[src/rtl/seq_div_pkg.sv]
// Shared constants and state encoding for the sequential 16/8 restoring divider.
package seq_div_pkg;
  localparam int DVS_W = 8;
  localparam int DVD_W = 2 * DVS_W;
  localparam logic [DVS_W-1:0] ERR_QUOT = 8'hFF;
  localparam logic [2:0] CNT_LAST = 3'd7;

  typedef enum logic [1:0] {
    IDLE = 2'd0,
    CALC = 2'd1,
    DONE = 2'd2
  } state_t;
endpackage

[src/rtl/div_step.sv]
// One combinational restoring-division iteration: shift in a dividend bit, then
// conditionally subtract the divisor.
module div_step
  import seq_div_pkg::*;
(
  input  logic [DVS_W:0]   r,
  input  logic [DVS_W-1:0] divisor,
  input  logic             in_bit,
  output logic [DVS_W:0]   r_next,
  output logic             q_bit
);
  logic [DVS_W:0] r_sh;
  logic [DVS_W:0] dvs_ext;

  assign r_sh    = {r[DVS_W-1:0], in_bit};
  assign dvs_ext = {1'b0, divisor};

  // A set top bit means the true shifted value exceeds 9 bits, so it always fits the divisor.
  always_comb begin
    q_bit  = r[DVS_W] | (r_sh >= dvs_ext);
    r_next = q_bit ? (r_sh - dvs_ext) : r_sh;
  end
endmodule

[src/rtl/seq_divider16x8.sv]
// Sequential 16/8 unsigned restoring divider, one quotient bit per clock.
// Optional macro DIV_EARLY_EXIT_EN: error operations skip CALC and finish one cycle after start.
module seq_divider16x8
  import seq_div_pkg::*;
(
  input  logic             clk,
  input  logic             reset_a,
  input  logic             start,
  input  logic [DVD_W-1:0] dataa,
  input  logic [DVS_W-1:0] datab,
  output logic [DVS_W-1:0] quotient,
  output logic [DVS_W-1:0] remainder,
  output logic             err_flag,
  output logic             busy,
  output logic             done_flag,
  output logic [1:0]       dbg_state
);
  // Handshake: start is sampled only in IDLE; done_flag pulses for one cycle when
  // quotient/remainder/err_flag become valid, and they hold until the next result.

  state_t           state, state_next;
  logic [DVS_W:0]   r, r_next;
  logic [DVS_W-1:0] dvd_lo, dvs, q_sh;
  logic [2:0]       cnt;
  logic             err_r, q_bit, err_now, load, last;

  assign err_now = (datab == '0) | (dataa[DVD_W-1:DVS_W] >= datab);
  assign last    = (state == CALC) && (cnt == CNT_LAST);

  div_step u_step (
    .r       (r),
    .divisor (dvs),
    .in_bit  (dvd_lo[DVS_W-1]),
    .r_next  (r_next),
    .q_bit   (q_bit)
  );

  always_comb begin
    state_next = state;
    load       = 1'b0;
    case (state)
      IDLE: begin
        if (start) begin
          load = 1'b1;
`ifdef DIV_EARLY_EXIT_EN
          state_next = err_now ? DONE : CALC;
`else
          state_next = CALC;
`endif
        end
      end
      CALC:    if (cnt == CNT_LAST) state_next = DONE;
      DONE:    state_next = IDLE;
      default: state_next = IDLE;
    endcase
  end

  always_ff @(posedge clk or posedge reset_a) begin
    if (reset_a) state <= IDLE;
    else         state <= state_next;
  end

  always_ff @(posedge clk or posedge reset_a) begin
    if (reset_a) begin
      r         <= '0;
      dvd_lo    <= '0;
      dvs       <= '0;
      q_sh      <= '0;
      cnt       <= '0;
      err_r     <= 1'b0;
      quotient  <= '0;
      remainder <= '0;
      err_flag  <= 1'b0;
    end else if (load) begin
      r      <= {1'b0, dataa[DVD_W-1:DVS_W]};
      dvd_lo <= dataa[DVS_W-1:0];
      dvs    <= datab;
      q_sh   <= '0;
      cnt    <= '0;
      err_r  <= err_now;
`ifdef DIV_EARLY_EXIT_EN
      if (err_now) begin
        quotient  <= ERR_QUOT;
        remainder <= '0;
        err_flag  <= 1'b1;
      end
`endif
    end else if (state == CALC) begin
      r      <= r_next;
      dvd_lo <= {dvd_lo[DVS_W-2:0], 1'b0};
      q_sh   <= {q_sh[DVS_W-2:0], q_bit};
      cnt    <= cnt + 3'd1;
      if (last) begin
        quotient  <= err_r ? ERR_QUOT : {q_sh[DVS_W-2:0], q_bit};
        remainder <= err_r ? '0 : r_next[DVS_W-1:0];
        err_flag  <= err_r;
      end
    end
  end

  assign busy      = (state != IDLE);
  assign done_flag = (state == DONE);
  assign dbg_state = state;
endmodule

[config.mk]
export PLATFORM = sky130hd
export DESIGN_NAME = seq_divider16x8
export DESIGN_NICKNAME = d
export VERILOG_FILES = /design/src/rtl/seq_div_pkg.sv /design/src/rtl/div_step.sv /design/src/rtl/seq_divider16x8.sv
export SDC_FILE = /design/constraint.sdc
export NUM_CORES = 1
export LEC_CHECK = 0
export ABC_AREA = 0
export ABC_CLOCK_PERIOD_IN_PS = 2600
export BUFFER_PORTS_ARGS = -buffer_cell sky130_fd_sc_hd__buf_2
export CAP_MARGIN = 20
export CELL_PAD_IN_SITES_DETAIL_PLACEMENT = 0
export CELL_PAD_IN_SITES_GLOBAL_PLACEMENT = 1
export CORE_MARGIN = 3
export CORE_UTILIZATION = 43
export DETAILED_ROUTE_END_ITERATION = 8
export GPL_TIMING_DRIVEN = 0
export PLACE_DENSITY = 0.89
export SLEW_MARGIN = 25
export SYNTH_ARGS = -nofsm -noshare
export SYNTH_HDL_FRONTEND = slang
export SYNTH_SLANG_ARGS = --single-unit
[constraint.sdc]
create_clock -name clk -period 2.6 [get_ports clk]
set_input_delay 0.52 -clock clk [delete_from_list [all_inputs] [get_ports clk]]
set_output_delay 0.52 -clock clk [all_outputs]
set_load 0.005 [all_outputs]
# Word-level counts from Yosys, hierarchy flattened
# Cells that the tools add are included.
[word_totals]
regBits = 55
in_bits = 27
output_inout_bits = 21
[op_classes]
addsub = 2
n_lt_le_gt_ge = 2
n_eq_ne = 5
muxes = 16
n_bitwise = 3
n_reduce_logical = 7
[ops]
columns = ["op", "count"]
rows = [
  ["2-to-1 mux 8 bit", 4],
  ["2-to-1 mux 9 bit", 3],
  ["2-to-1 mux 7 bit", 2],
  [">= comparator 9 x 8 -> 1 bit", 1],
  ["subtractor 9 x 8 -> 9 bit", 1],
  [">= comparator 8 bit", 1],
  ["logical NOT 8 bit", 1],
  ["2-to-1 mux 3 bit", 2],
  ["2-to-1 mux 2 bit", 2],
  ["inequality test 2 bit (second input constant)", 2],
  ["one-hot mux 2 bit (2 select lines)", 1],
  ["nonzero test 2 bit", 2],
  ["adder 3 x 1 -> 3 bit (second input constant)", 1],
  ["equality test 3 bit (second input constant)", 1],
  ["AND reduction 3 bit", 1],
  ["equality test 2 x 1 -> 1 bit (second input constant)", 1],
  ["equality test 2 bit (second input constant)", 1],
  ["logical NOT 2 bit", 1],
  ["2-to-1 mux 1 bit", 2],
  ["bitwise OR 1 bit", 2],
  ["AND reduction 2 bit", 1],
  ["logical AND 1 bit", 1],
  ["inverter 1 bit", 1],
]

# Longest topological paths before layout
# Gate-level depths: netlist of the first run.
[logic_depth]
depth_word = 5
depth_mapped = 9

# Cells and area by module
# Synthesis of the first run repeated with hierarchy kept, for this count alone.
[unflattened]
hier_cells = 323
area_unflattened_um2 = 3054.2
[modules_own_cells]
columns = ["mod", "n_inst", "cells_per_inst", "area_per_inst_um2", "seq_area_each_um2"]
rows = [
  ["seq_divider16x8", 1, 248, 2518.7, 1376.3],
  ["div_step", 1, 75, 535.5, 0.0],
]

# Worst setup path before layout of the first run
# No wires, ideal clock.
[synth_timing]
path_type = "register -> register"
startpoint = "register r[3]"
endpoint = "register r[0]"
setup_ns = 0.090
t_arrival_ns = 1.985
t_required_ns = 2.510
setup_slack_ns = 0.525
path_stages_with_launch = 8
path_buffers = 1
path_cell_list = "dfrtp_1 > ha_1 > buf_6 > a21o_4 > a22o_1 > nor3_2 > mux2_2 > o221ai_1"
[synth_via]
elab_chain_cells = 5
[synth_lines]
columns = ["item", "line", "rtl"]
rows = [
  ["start, declared", "seq_divider16x8.sv:22", "logic [DVS_W:0] r, r_next;"],
  ["start signal, assigned", "seq_divider16x8.sv:75", "r <= {1'b0, dataa[DVD_W-1:DVS_W]};"],
  ["start signal, assigned", "seq_divider16x8.sv:89", "r <= r_next;"],
  [">= comparator 9 x 8 -> 1 bit", "div_step.sv:20", "q_bit = r[DVS_W] | (r_sh >= dvs_ext);"],
  ["bitwise OR 1 bit", "div_step.sv:20", ""],
  ["2-to-1 mux 9 bit", "div_step.sv:21", "r_next = q_bit ? (r_sh - dvs_ext) : r_sh;"],
  ["2-to-1 mux 9 bit", "seq_divider16x8.sv:88", "end else if (state == CALC) begin"],
  ["2-to-1 mux 9 bit", "seq_divider16x8.sv:74", "end else if (load) begin"],
]
# Every way passes these cells. The select of a mux whose other input is x is not followed.
# A chain may end at the register's enable or synchronous reset.

# Worst setup path in the final report of the first run
[layout_timing]
startpoint = "register r[5]"
endpoint = "register r[3]"
# Same word-level chain as after synthesis.

==> results of run 1 <==
[metrics by stage]
step / utilization / worst slack [ns] / area (um^2)
floorplan: - / 0.525 / 2920
global route: 0.518 / 0.0954 / 3350
global placement: 0.503 / 0.0653 / 3250
finish: 0.518 / 0.236 / 3350
detailed placement: 0.504 / 0.252 / 3250
CTS: 0.518 / 0.227 / 3350
[where the power goes]
| group | total, W | switching (W) | leakage, nW | internal, W |
|---|---|---|---|---|
| combinational | 0.00255 | 0.00148 | 0.932 | 0.00107 |
| sequential | 0.00151 | 0.000244 | 0.675 | 0.00127 |
| clock | 0.000494 | 0.000298 | 0.0489 | 0.000196 |
[routing by layer]
| layer | wire [um] | vias to the layer above | track usage |
|---|---|---|---|
| met4 | 113 | 0 | 0.0508 |
| li1 | - | 1212 | - |
| met1 | 3240 | 1135 | 0.265 |
| met2 | 2980 | 57 | 0.296 |
| met5 | 0 | - | 0 |
| met3 | 332 | 9 | 0.0307 |
[logic make-up after synthesis]
group,count (synthesis),synth area share
compound gates,84,0.179
flops,55,0.471
xor+xnor,3,0.00900
fa+ha+maj,19,0.0840
mux,7,0.0249
buf+inv,41,0.0587
simple gates,110,0.173
[flip-flops by register name (all words and copies together), names as in the netlist]
| signal | cells |
|---|---|
| r | 9 |
| remainder | 8 |
| cnt | 3 |
| quotient | 8 |
| err_flag | 1 |
| err_r | 1 |
| q_sh | 7 |
| dbg_state | 2 |
| dvs | 8 |
| dvd_lo | 8 |
[final cells by class]
class                           instances  area [um^2]  area share
Clock inverter                          3         22.5     0.00673
Multi-Input combinational cell        223         1370       0.410
Timing Repair Buffer                   47          235      0.0703
Clock buffer                            5         68.8      0.0206
Inverter                               22         85.1      0.0254
Sequential cell                        55         1380       0.411
Buffer                                 19         88.8      0.0266
Tap cell                               77         96.3      0.0288
[worst paths after layout]
check | slack [ns] | cells past startpoint | endpoint
min in group clk | 0.42 | 3 | dvd_lo[0]
max | 0.24 | 8 | r[3]
min | 0.29 | 2 | quotient[0]
max in group asynchronous | 1.84 | 2 | cnt[2]
min reg2reg | 0.48 | 2 | quotient[7]
max reg2reg | 0.24 | 8 | r[3]
[worst register-to-register path, cell delays in order, from the launching register on]
cell,delay [ns]
sky130_fd_sc_hd__dfrtp_1,0.42
sky130_fd_sc_hd__ha_1,0.30
sky130_fd_sc_hd__clkbuf_2,0.17
sky130_fd_sc_hd__a21o_1,0.19
sky130_fd_sc_hd__a22o_1,0.24
sky130_fd_sc_hd__nor3_2,0.31
sky130_fd_sc_hd__buf_6,0.21
sky130_fd_sc_hd__mux2i_1,0.30
sky130_fd_sc_hd__o21ai_1,0.09
[layout by cell type (no fill, tap or decap), drive strengths merged, types with 2 or more instances in the layout]
cell type	instances
o31ai	3
nand2b	3
o211ai	2
buf	51
a211oi	2
dfrtp	55
a22oi	6
xor2	2
nand2	61
and3	8
nor2b	2
nand3	7
clkbuf	20
nand4	3
a21oi	14
nor4	2
inv	24
a21o	5
nor2	12
ha	18
o21ai	40
nor3	4
mux2	2
mux2i	5
a32oi	2
==> results, run 1 <==
- The launch point of the worst path is r[5].
- The die outline area is around 8000 um^2.
- After detailed routing, the number of remaining DRC violations is 0.
- The number of synthesized register bits is 55.
- Among all flip-flop cells after synthesis, the most frequent one is sky130_fd_sc_hd__dfrtp_1.
- The startpoint identified for the worst register-to-register timing path is r[5].
- The transition time at the pin with the least slew margin is ~0.68 ns.
- The number of global-route vias before repair is roughly 2,400.
- Overall power consumption after layout is estimated at approximately 0.0046 W.
- The sequential share of the synthesized area is 0.471.
- The total length of routed wires is 6670 um.
- The first-pass GRT wire length is ~11,000 um.
- The residual antenna-violating net count after detailed routing is 0.
- The clock tree from TritonCTS is done.
- The die boundary height is between 80 and 90 um.
- The post-synthesis to final-layout area growth is 14.6%.
- The slowest stage of the critical path is the sky130_fd_sc_hd__dfrtp_1 cell.
- The first TritonRoute pass finished after 5 iterations.
- The routability congestion estimate from global placement is ~0.87.
- The post-synth net total is about 370.
- The fraction of synthesized cell area taken by the top area cell type is 0.471.
- For this run, the post-layout net count is ~420.
- In this run the clock root is driven by a sky130_fd_sc_hd__clkbuf_8.
- Traced cell by cell, the critical path runs through ha_1 > clkbuf_2 > a21o_1 > a22o_1 > nor3_2 > buf_6 > mux2i_1 > o21ai_1.
- The fill cell total of the finished layout is around 620.
- Counting both buffers and inverters, the worst setup path holds a total of 2.
- The worst-path maximum fanout is 10.
- The setup violation total in the final timing report is 0.
- Of the cells placed in the final design, the portion with a size suffix greater than 1 is 0.182.
- Dividing the final minimum period by the clock period gives 0.909.
- The family of cells with the greatest summed delay on the critical path is compound AO/OA/AOI/OAI gates.
- The maximum root-to-sink buffer count is 2.
- The max-capacitance violation count is 0.
- The clock drives 55 sinks.
- The number of pins exceeding their max-slew limit in the final report is 0.
- The run finished with clean final reports.
- The kind of start point of the critical path is a flip-flop.
- The largest net degree at the start of global routing is 56.
- The worst min-delay path category is input port to asynchronous set/reset pin.
- The clock latency at the later pin of the worst-skew pair is about 0.32 ns.
- Post-CTS timing repair inserted 0 buffers for setup.
- The number of antenna diodes is 0.
- Dividing the detail-routed wire length by the instance count gives roughly 15 um.
- In the post-synthesis netlist, the biggest area contributors are sky130_fd_sc_hd__dfrtp_1 47%, sky130_fd_sc_hd__nand2_1 7.8%, sky130_fd_sc_hd__ha_1 7.7%.
- Across all hold checks on the routed design, the worst slack comes to ~0.29 ns.
- Hold repair after CTS inserted 0 buffers.
- The initial antenna violation count is 0.
- For the final routed database, the setup TNS stands at 0 ns.
- STA classifies the critical path endpoint as a flip-flop.
- Across the routed clock network, the largest skew measured is between 0.005 and 0.006 ns.
- The number of placed instances, taps included, is 443.
- The clock slew seen by the registers of the worst setup and hold paths is ~0.10 ns.
- The largest stage delay on the critical path is 0.42 ns.
- At the worst endpoint, the arrival time is about 2.6 ns.
- The die outline width is between 80 and 90 um.
- In this run, distinct cell masters in the synthesized netlist total 52.
- In this run, synthesis inferred 0 flip-flops with an integrated enable.
- The worst-case IR drop observed on VDD is just over 0.0004 V.
- The initial detailed-routing violation count is 144.
- Counting flops with an async set or reset pin after synthesis yields a share of 1.00.
- The core area is 6460 um^2.
- The initial utilization of the core area, before any placement, comes to 0.452.
- The Yosys step of the flow raised 0 warnings.
- The required time reported for the critical path endpoint is 2.79 ns.
- The total congestion overflow is 0.
- Dividing the detail-routed via count by the number of cells gives 5.35.
- Setup repair after global routing left no endpoint under its margin.
- For this design the ratio of total power to cell area is 1360 nW/um^2.
- During placement, the flow inserted port buffers numbering 47.
- The time the final worst path needs with I/O delays and setup is 2.36 ns.
- sky130_fd_sc_hd__dfrtp_1 takes more of the synthesized area than any other cell.
- The total routing usage reported by global routing is 0.186.
- The average cell area after synthesis is just over 9 um^2.
- The filler-free cell count of the finished design is 451.
- In this run the static leakage power is 1.66 nW.
- The CTS buffer count is 5.
- The number of gates resized after CTS is 0.
- Measured against its own limit, the worst slew margin works out to 0.549.
- In this run the cell area of the synthesized design comes to between 2000 and 3000 um^2.
- The class of the most critical setup path is flip-flop to flip-flop.
- The number of hold violations in the final report is 0.
- The maximum clock rate is around 0.42 GHz.
- Row generation in the floorplan step produced 29 rows.
- The HPWL reported at the end of detailed placement is 5080 um.
- After technology mapping, the gate count stands at between 300 and 400.
- The clock tree synthesis step divided the H-tree into 2 levels.
- The routed layout has 2,413 vias.
- The most used standard cell by instance count after synthesis is sky130_fd_sc_hd__nand2_1.
- Pin placement for this block handled 48 I/O pins.
- In the synthesized netlist, the cells that appear most often are 61 x sky130_fd_sc_hd__nand2_1, 55 x sky130_fd_sc_hd__dfrtp_1, 30 x sky130_fd_sc_hd__o21ai_0, 21 x sky130_fd_sc_hd__inv_1, 18 x sky130_fd_sc_hd__ha_1.
No activity file was read; power rests on OpenSTA's default activity.
==> run 2: changes to the inputs <==
PLACE_DENSITY = 0.88   (was 0.89)
SYNTH_HIERARCHICAL = 1   (was default)
==> run 2 against run 1 <==
Compared with the run above: clock power rose by 16%; via count grew 1.2%; count of clock-buffer cells in the layout is 1 higher; utilization grew 0.19 points; combinational power up 19%; sequential share of layout area shrank 2.4 points; clock skew grew 0.011 ns; first-iteration DRC count increased by 43%; critical path depth is 2 higher; critical endpoint is now r[6].
==> results, run 2 <==
- The initial cell density of the core is 0.447.
- The xor/xnor share of the synthesized area is 0.0115.
- In this run, synthesis inferred 0 flip-flops with an integrated enable.
- After clock tree synthesis, the clock-pin slew on the worst setup and hold paths is 0.10 ns.
- Setup violations remaining at the end of the flow were counted as 0.
- The top cell types in the final layout, fill and taps aside, are 73 x sky130_fd_sc_hd__nand2_1, 55 x sky130_fd_sc_hd__dfrtp_1, 52 x sky130_fd_sc_hd__buf_2.
- The endpoint type of the worst setup path is a flip-flop.
- The most frequent standard cell in the layout excluding fill and tap cells is sky130_fd_sc_hd__nand2_1.
- The data arrival time of the worst path is 2.70 ns.
- The cell leakage power is 1.75 nW.
- The average instance in the mapped netlist occupies between 9 and 10 um^2.
- The mapped netlist covers 3050 um^2.
- The total length of routed wires is roughly 6700 um.
- The post-synthesis to final-layout area growth is 16.3%.
- The number of antenna diodes in the final layout is 0.
- The sequential share of the synthesized area is 0.451.
- The transition time at the pin with the least slew margin is roughly 0.66 ns.
- The fill cell total of the finished layout is around 680.
- The worst-case IR drop observed on VDD is ~0.00044 V.
- The first-pass GRT wire length is 11,500 um.
- The commonest cells after synthesis are 73 x sky130_fd_sc_hd__nand2_1, 55 x sky130_fd_sc_hd__dfrtp_1, 24 x sky130_fd_sc_hd__inv_1, 22 x sky130_fd_sc_hd__o21ai_0, 18 x sky130_fd_sc_hd__ha_1.
- The met2 layer usage reported by global route is 0.269.
- The worst min-delay path category is input port to asynchronous set/reset pin.
- Synthesis produced between 300 and 400 cells.
- In the post-synthesis netlist, the biggest area contributors are sky130_fd_sc_hd__dfrtp_1 45%, sky130_fd_sc_hd__nand2_1 9.0%, sky130_fd_sc_hd__ha_1 7.4%.
- The maximum clock rate is between 0.4 and 0.5 GHz.
- The floorplan step defined a die boundary enclosing 8150 um^2.
- The clock reaches the later pin of the worst-skew pair after 0.31 ns.
- The number of pins exceeding their max-slew limit in the final report was 0.
- The initial detailed-routing violation count is around 200.
- The clock drives 55 sinks.
- The combinational family with the most area after synthesis is simple AND/OR/NAND/NOR gates.
- The number of rows in the core area is 30.
- For this run, the share of the core covered by cells in the final layout is 0.520.
- Of the available clock period, the critical path in the final layout requires 0.959.
- The required time reported for the critical path endpoint is between 2 and 3 ns.
- The fraction of synthesized cell area taken by the top area cell type is 0.451.
- The met3 layer usage reported by global route is 0.0275.
- The overall via count from detail_route is 2,441.
- Routability-driven placement finished with a final weighted congestion of 0.862.
- The detailed-router iteration count before antenna repair is 5.
- sky130_fd_sc_hd__nand2_1 is the most common cell in the netlist.
- The die outline width is ~90 um.
- The number of nets in the layout is 425.
- The post-synthesis compound-gate area fraction is 0.161.
- The max-capacitance violation count is 0.
- The switching share of power is 0.433.
- The number of hold violations in the final report is 0.
- The flow ran to the end, and the final reports show no timing, DRC or antenna violations.
- The completed layout was analyzed and its total power is slightly above 0.005 W.
- For this run, asynchronously set or reset flops after synthesis account for 1.00.
- The most used flip-flop cell after synthesis is sky130_fd_sc_hd__dfrtp_1.
- The number of global-route vias before repair is about 2,400.
- The number of vias per cell is approximately 5.
- The logic depth of the worst setup path including buffers is 10.
- TritonCTS created 5 clock buffers.
- Once detailed placement completed, the half-perimeter wirelength came to between 5000 and 6000 um.
- Of the total synthesized cell area, the portion taken by full adders, half adders and majority gates is 0.0803.
- The die boundary height is approximately 90 um.
- For this run, the number of Yosys warnings is 6.
- The total congestion overflow is 0.
- The critical path is of the flip-flop to flip-flop type.
- The register with the most flip-flops in the layout has 9 of them.
- The largest single stage delay on the critical path is around 0.41 ns.
- The maximum root-to-sink buffer count is 2.
- The peak-usage layer in the global routing report is met2.
- Hold repair after CTS inserted 0 buffers.
- The largest net degree at the start of global routing is between 50 and 60.
- Of the total power, registers draw 0.300.
- The biggest area contributor in the post-synthesis netlist is sky130_fd_sc_hd__dfrtp_1.
- The total routing usage reported by global routing is 0.172.
- The detailed-route DRC error count is 0.
- Setup repair after global routing could not meet its margin everywhere.
- The number of synthesized register bits is 55.
- The clock tree from TritonCTS is done.
- The worst setup path is launched from a flip-flop.
- In the final layout, the share of cells above drive strength 1 is 0.253.
- The family of cells with the greatest summed delay on the critical path is compound AO/OA/AOI/OAI gates.
- The worst hold margin is 0.293 ns.
- After synthesis, the share of cell area in mux cells is 0.0442.
- The root buffer cell is sky130_fd_sc_hd__clkbuf_8.
- The proportion of power drawn by combinational gates is 0.589.
- The worst pin sits at a relative slew slack of 0.558.
- The worst clock skew is roughly 0.016 ns.
- The worst-path maximum fanout is 3.
- The analysis attributes to net switching a power of approximately 0.0022 W.
- On the critical path, the stage with the largest delay is an instance of sky130_fd_sc_hd__fa_1.
- The register with the most flip-flops in the final layout is r.
- During I/O placement, the number of pins put on the boundary was 48.
- For this design the ratio of total power to cell area is 1450 nW/um^2.
- The core area is just under 7000 um^2.
- The routed design could run at a clock period as short as 2.49 ns.
- Internal power comes to around 0.003 W.
- The sum of buffers and inverters on the critical path is 1.
- The footprint of the flip-flops and latches is between 1000 and 1500 um^2.
- The average wire per standard cell is 14.0 um.
- The residual antenna-violating net count after detailed routing is 0.
- The share of total power dissipated in the clock network is 0.111.
- The critical path goes through inv_1 > ha_1 > fa_1 > nand2b_1 > a211oi_2 > o21ai_0 > a21boi_0 > o31ai_2 > a22oi_1 > nand2_1.
- Buffers placed on the I/O ports in this run total between 40 and 50.
- The number of nets in the synthesized netlist is between 300 and 400.
- Of the total synthesized cell area, the portion taken by AND, OR, NAND and NOR gates is 0.182.
- The clock tree synthesis step divided the H-tree into 2 levels.
- The number of distinct library cells after synthesis is 45.
- The met1 usage in global routing is 0.247.
- The initial antenna violation count is 0.
- The cell count of the worst reg-to-reg path is 10.
- The multi-input combinational cell area is ~1500 um^2.
-- run 2: path summary, 6_finish.rpt --
kind | start | endpoint | slack (ns)
max in group asynchronous | reset_a | remainder[1] | 1.85
min | reset_a | quotient[4] | 0.29
min in group clk | dataa[0] | dvd_lo[0] | 0.42
max reg2reg | dvd_lo[7] | r[6] | 0.11
max | dvd_lo[7] | r[6] | 0.11
min reg2reg | quotient[6] | quotient[6] | 0.48
-- run 2: timing repair --
action / 4_1_cts / 5_1_grt
gates resized for setup: 0 / 3
setup buffers: 0 / 2
setup endpoints to repair: 0 / 4
endpoints found under the hold margin: 0 / 0
-- run 2: logic make-up (layout without fill, tap and decap cells) --
logic type	after synthesis	in the layout
fa+ha+maj	19	19
compound gates	75	75
flops	55	55
mux	11	11
xor+xnor	4	4
simple gates	120	120
buf+inv	39	96
-- run 2: layer usage --
layer | up-vias | wire length [um]
met4 | 0 | 68
met1 | 1153 | 3110
met2 | 73 | 3100
met5 | - | 0
met3 | 10 | 394
li1 | 1205 | -
-- run 2: final cells by class --
type / instances / area share
Multi-Input combinational cell: 229 / 0.415
Sequential cell: 55 / 0.387
Timing Repair Buffer: 49 / 0.0704
Buffer: 15 / 0.0356
Tap cell: 96 / 0.0338
Inverter: 24 / 0.0261
Clock buffer: 6 / 0.0204
Clock inverter: 2 / 0.0109
-- run 2: through the flow --
step | cells | worst slack [ns] | setup TNS, ns | cell area [um^2]
floorplan | 323 | 0.445 | 0 | 3050
global placement | 466 | 0.0568 | 0 | 3410
detailed placement | 466 | 0.128 | 0 | 3410
CTS | 474 | 0.0615 | 0 | 3520
global route | 476 | -0.0445 | -0.0759 | 3550
finish | 476 | 0.106 | 0 | 3550
-- run 2: worst reg2reg max path, stage by stage, from the launching register on --
cell	delay, ns
sky130_fd_sc_hd__dfrtp_1	0.40
sky130_fd_sc_hd__inv_1	0.06
sky130_fd_sc_hd__ha_1	0.19
sky130_fd_sc_hd__fa_1	0.41
sky130_fd_sc_hd__nand2b_1	0.23
sky130_fd_sc_hd__a211oi_2	0.28
sky130_fd_sc_hd__o21ai_0	0.13
sky130_fd_sc_hd__a21boi_0	0.30
sky130_fd_sc_hd__o31ai_2	0.14
sky130_fd_sc_hd__a22oi_1	0.18
sky130_fd_sc_hd__nand2_1	0.07
-- run 2: power by group through the flow --
stage | Combinational (W) | Clock (W) | Sequential, W
floorplan | 0.00220 | 0 | 0.00152
global placement | 0.00283 | 0 | 0.00155
detailed placement | 0.00291 | 0 | 0.00157
CTS | 0.00293 | 0.000590 | 0.00155
global route | 0.00344 | 0.000620 | 0.00161
finish | 0.00304 | 0.000573 | 0.00155
==> run 3: changes to the inputs <==
CORE_UTILIZATION = 45   (was 43)
CTS_BUF_LIST = sky130_fd_sc_hd__clkbuf_8   (was default)
PLACE_DENSITY = 0.91   (was 0.88)
==> run 3 against run 2 <==
Compared with the run above: clock skew fell by 0.0058 ns; critical path type unchanged; largest cell class unchanged; utilization rose by 2.1 points; setup slack better by 0.047 ns; final cell count fell by 4.4%.
==> results, run 3 (same netlist as run 2, synthesis figures left out) <==
- The data arrival time of the worst path is between 2 and 3 ns.
- The worst-path maximum fanout is 9.
- The class of the most critical setup path is flip-flop to flip-flop.
- In this run the power spent charging and discharging nets is 0.00221 W.
- The core utilization of the finished layout is 0.541.
- The tightest slew margin relative to the limit is 0.542.
- The share of total power dissipated in sequential elements is 0.308.
- The worst clock skew is 0.0104 ns.
- The layout has about 600 filler cells.
- The clock slew seen by the registers of the worst setup and hold paths is 0.11 ns.
- The routability congestion estimate from global placement is between 0.8 and 0.9.
- The endpoint type of the worst setup path is a flip-flop.
- Entering global routing, the biggest net connects between 50 and 60 pins.
- The clock latency at the later pin of the worst-skew pair is 0.32 ns.
- Summing over every cut layer, the via total after detailed routing is ~2,400.
- The sum of buffers and inverters on the critical path is 1.
- Buffers inserted during clock tree synthesis total 5.
- The number of hold violations in the final report came to 0.
- The number of vias per cell is between 5 and 6.
- Measured along the y axis, the die boundary spans around 90 um.
- TritonCTS built the clock tree.
- The maximum root-to-sink buffer count is 2.
- The tightest min-delay check is of the input port to asynchronous set/reset pin type.
- The time the final worst path needs with I/O delays and setup is around 2.4 ns.
- The I/O pin count is 48.
- The detailed-router iteration count before antenna repair is 4.
- Timing would allow up to 0.409 GHz.
- The initial detailed-routing violation count is 91.
- The max-capacitance violation count is 0.
- After clock tree synthesis, the repair step resized 0 gates.
- The switching share of power is 0.442.
- The post-route cell area is ~3500 um^2.
- The kind of start point of the critical path is a flip-flop.
- Once detail routing completed, the nets flagged for antenna violations numbered 0.
- The post-synthesis to final-layout area growth is 14.4%.
- Once routing completed, OpenROAD measured the worst setup slack at roughly 0.15 ns.
- The total congestion overflow is 0.
- The worst slack after detailed placement is 0.189 ns.
- The instance area at placement is roughly 3400 um^2.
- The number of pins exceeding their max-slew limit in the final report is 0.
- Cell internal power was estimated by the tool at between 0.002 and 0.003 W.
- The number of port buffers is 47.
- The setup TNS is 0 ns.
- The die is slightly below 90 um wide.
- The share of power burned in the clock network is 0.106.
- The initial antenna violation count came to 0.
- After clock tree synthesis, the setup repair step added 0 buffers.
- For this run, design rule violations remaining after detail routing come to 0.
- The floorplan step defined a die boundary enclosing 7810 um^2.
- The CTS H-tree depth is 2.
- The most prevalent standard cell on the critical path is sky130_fd_sc_hd__nand2_1.
- Walking the worst path, the cells encountered are ha_1 > a21oi_1 > nand2_1 > o211ai_4 > and2_4 > buf_6 > mux2_4 > a22oi_1 > nand2_1.
- At the pin with the least slew margin, the transition time is 0.687 ns.
- The first global-routing pass estimated 11,300 um of wire.
- STA puts the critical path data required time at between 2 and 3 ns.
- For this design the static power due to leakage is roughly 1.7 nW.
- Setup violations remaining at the end of the flow were counted as 0.
- The core area is between 6000 and 7000 um^2.
- The family of cells with the greatest summed delay on the critical path is compound AO/OA/AOI/OAI gates.
- 0 antenna diodes ended up in the layout.
- The slowest stage of the critical path belongs to the cell sky130_fd_sc_hd__dfrtp_1.
- Setup repair after global routing left no endpoint under its margin.
- The number of global-route vias before repair was roughly 2,300.
- In the final layout, the share of cells above drive strength 1 is 0.246.
- VDD sags by at most 0.000501 V.
- In this design, the stage delay of the slowest critical-path cell is ~0.42 ns.
- The number of rows in the core area is 29.
- The root buffer cell is sky130_fd_sc_hd__clkbuf_8.
- The run finished with clean final reports.
- The initial utilization of the core area, before any placement, comes to 0.473.
- The flip-flop count of the largest register after layout is 9.
- The total length of routed wires is around 6600 um.
- The most frequent standard cell in the layout excluding fill and tap cells is sky130_fd_sc_hd__nand2_1.
- In the finished design, the share of the clock period the worst path needs comes to 0.941.
- The HPWL reported at the end of detailed placement is between 4000 and 5000 um.
- Across every metal layer, demand over resource in global routing totals 0.185.
- The average wire per standard cell is 14.6 um.
- In the layout the commonest cells are 73 x sky130_fd_sc_hd__nand2_1, 55 x sky130_fd_sc_hd__dfrtp_1, 52 x sky130_fd_sc_hd__buf_2.
- The worst hold margin is 0.290 ns.
- The largest register by flop count is r.
- Counting every sink on the clock net gives 55.
- The share of total power dissipated in combinational logic is 0.586.
- Buffers inserted to repair hold after CTS numbered 0.
- The number of nets in the layout is 423.
- The power density over cell area is around 1400 nW/um^2.
## run 3: through the flow
step | power [W] | instances
after floorplan | 0.00372 | 323
after global placement | 0.00438 | 447
after detailed placement | 0.00446 | 447
after CTS | 0.00500 | 455
final | 0.00500 | 455
after global routing | 0.00550 | 455
## run 3: metal layers
layer,global-route usage,share of wire,wire [um]
met1,0.265,0.49,3270
met2,0.279,0.44,2910
met3,0.0410,0.058,381
met4,0.0618,0.0089,59
met5,0,0,0
## run 3: final timing paths
kind,start,end,slack [ns],cells past startpoint
max,r[5],r[3],0.15,9
min,reset_a,quotient[3],0.29,2
max reg2reg,r[5],r[3],0.15,9
min reg2reg,quotient[4],quotient[4],0.49,2
max in group asynchronous,reset_a,r[3],1.84,2
min in group clk,dataa[4],dvd_lo[4],0.40,3
## run 3: cell type report
cell class              instances  area (um^2)  area share
flip-flops and latches         55         1380       0.394
repair buffers                 47          235      0.0673
multi-input cells             229         1470       0.420
inverters                      24         92.6      0.0265
clock buffers                   5         68.8      0.0197
well taps                      77         96.3      0.0276
clock inverters                 3         31.3     0.00895
plain buffers                  15          126      0.0362
## run 3: power by group through the flow
stage | clock, W | sequential, W | combinational [W]
2_1_floorplan | 0 | 0.00152 | 0.00220
3_3_place_gp | 0 | 0.00154 | 0.00284
3_5_place_dp | 0 | 0.00156 | 0.00290
4_1_cts | 0.000546 | 0.00154 | 0.00291
5_1_grt | 0.000579 | 0.00160 | 0.00332
6_report | 0.000528 | 0.00154 | 0.00293
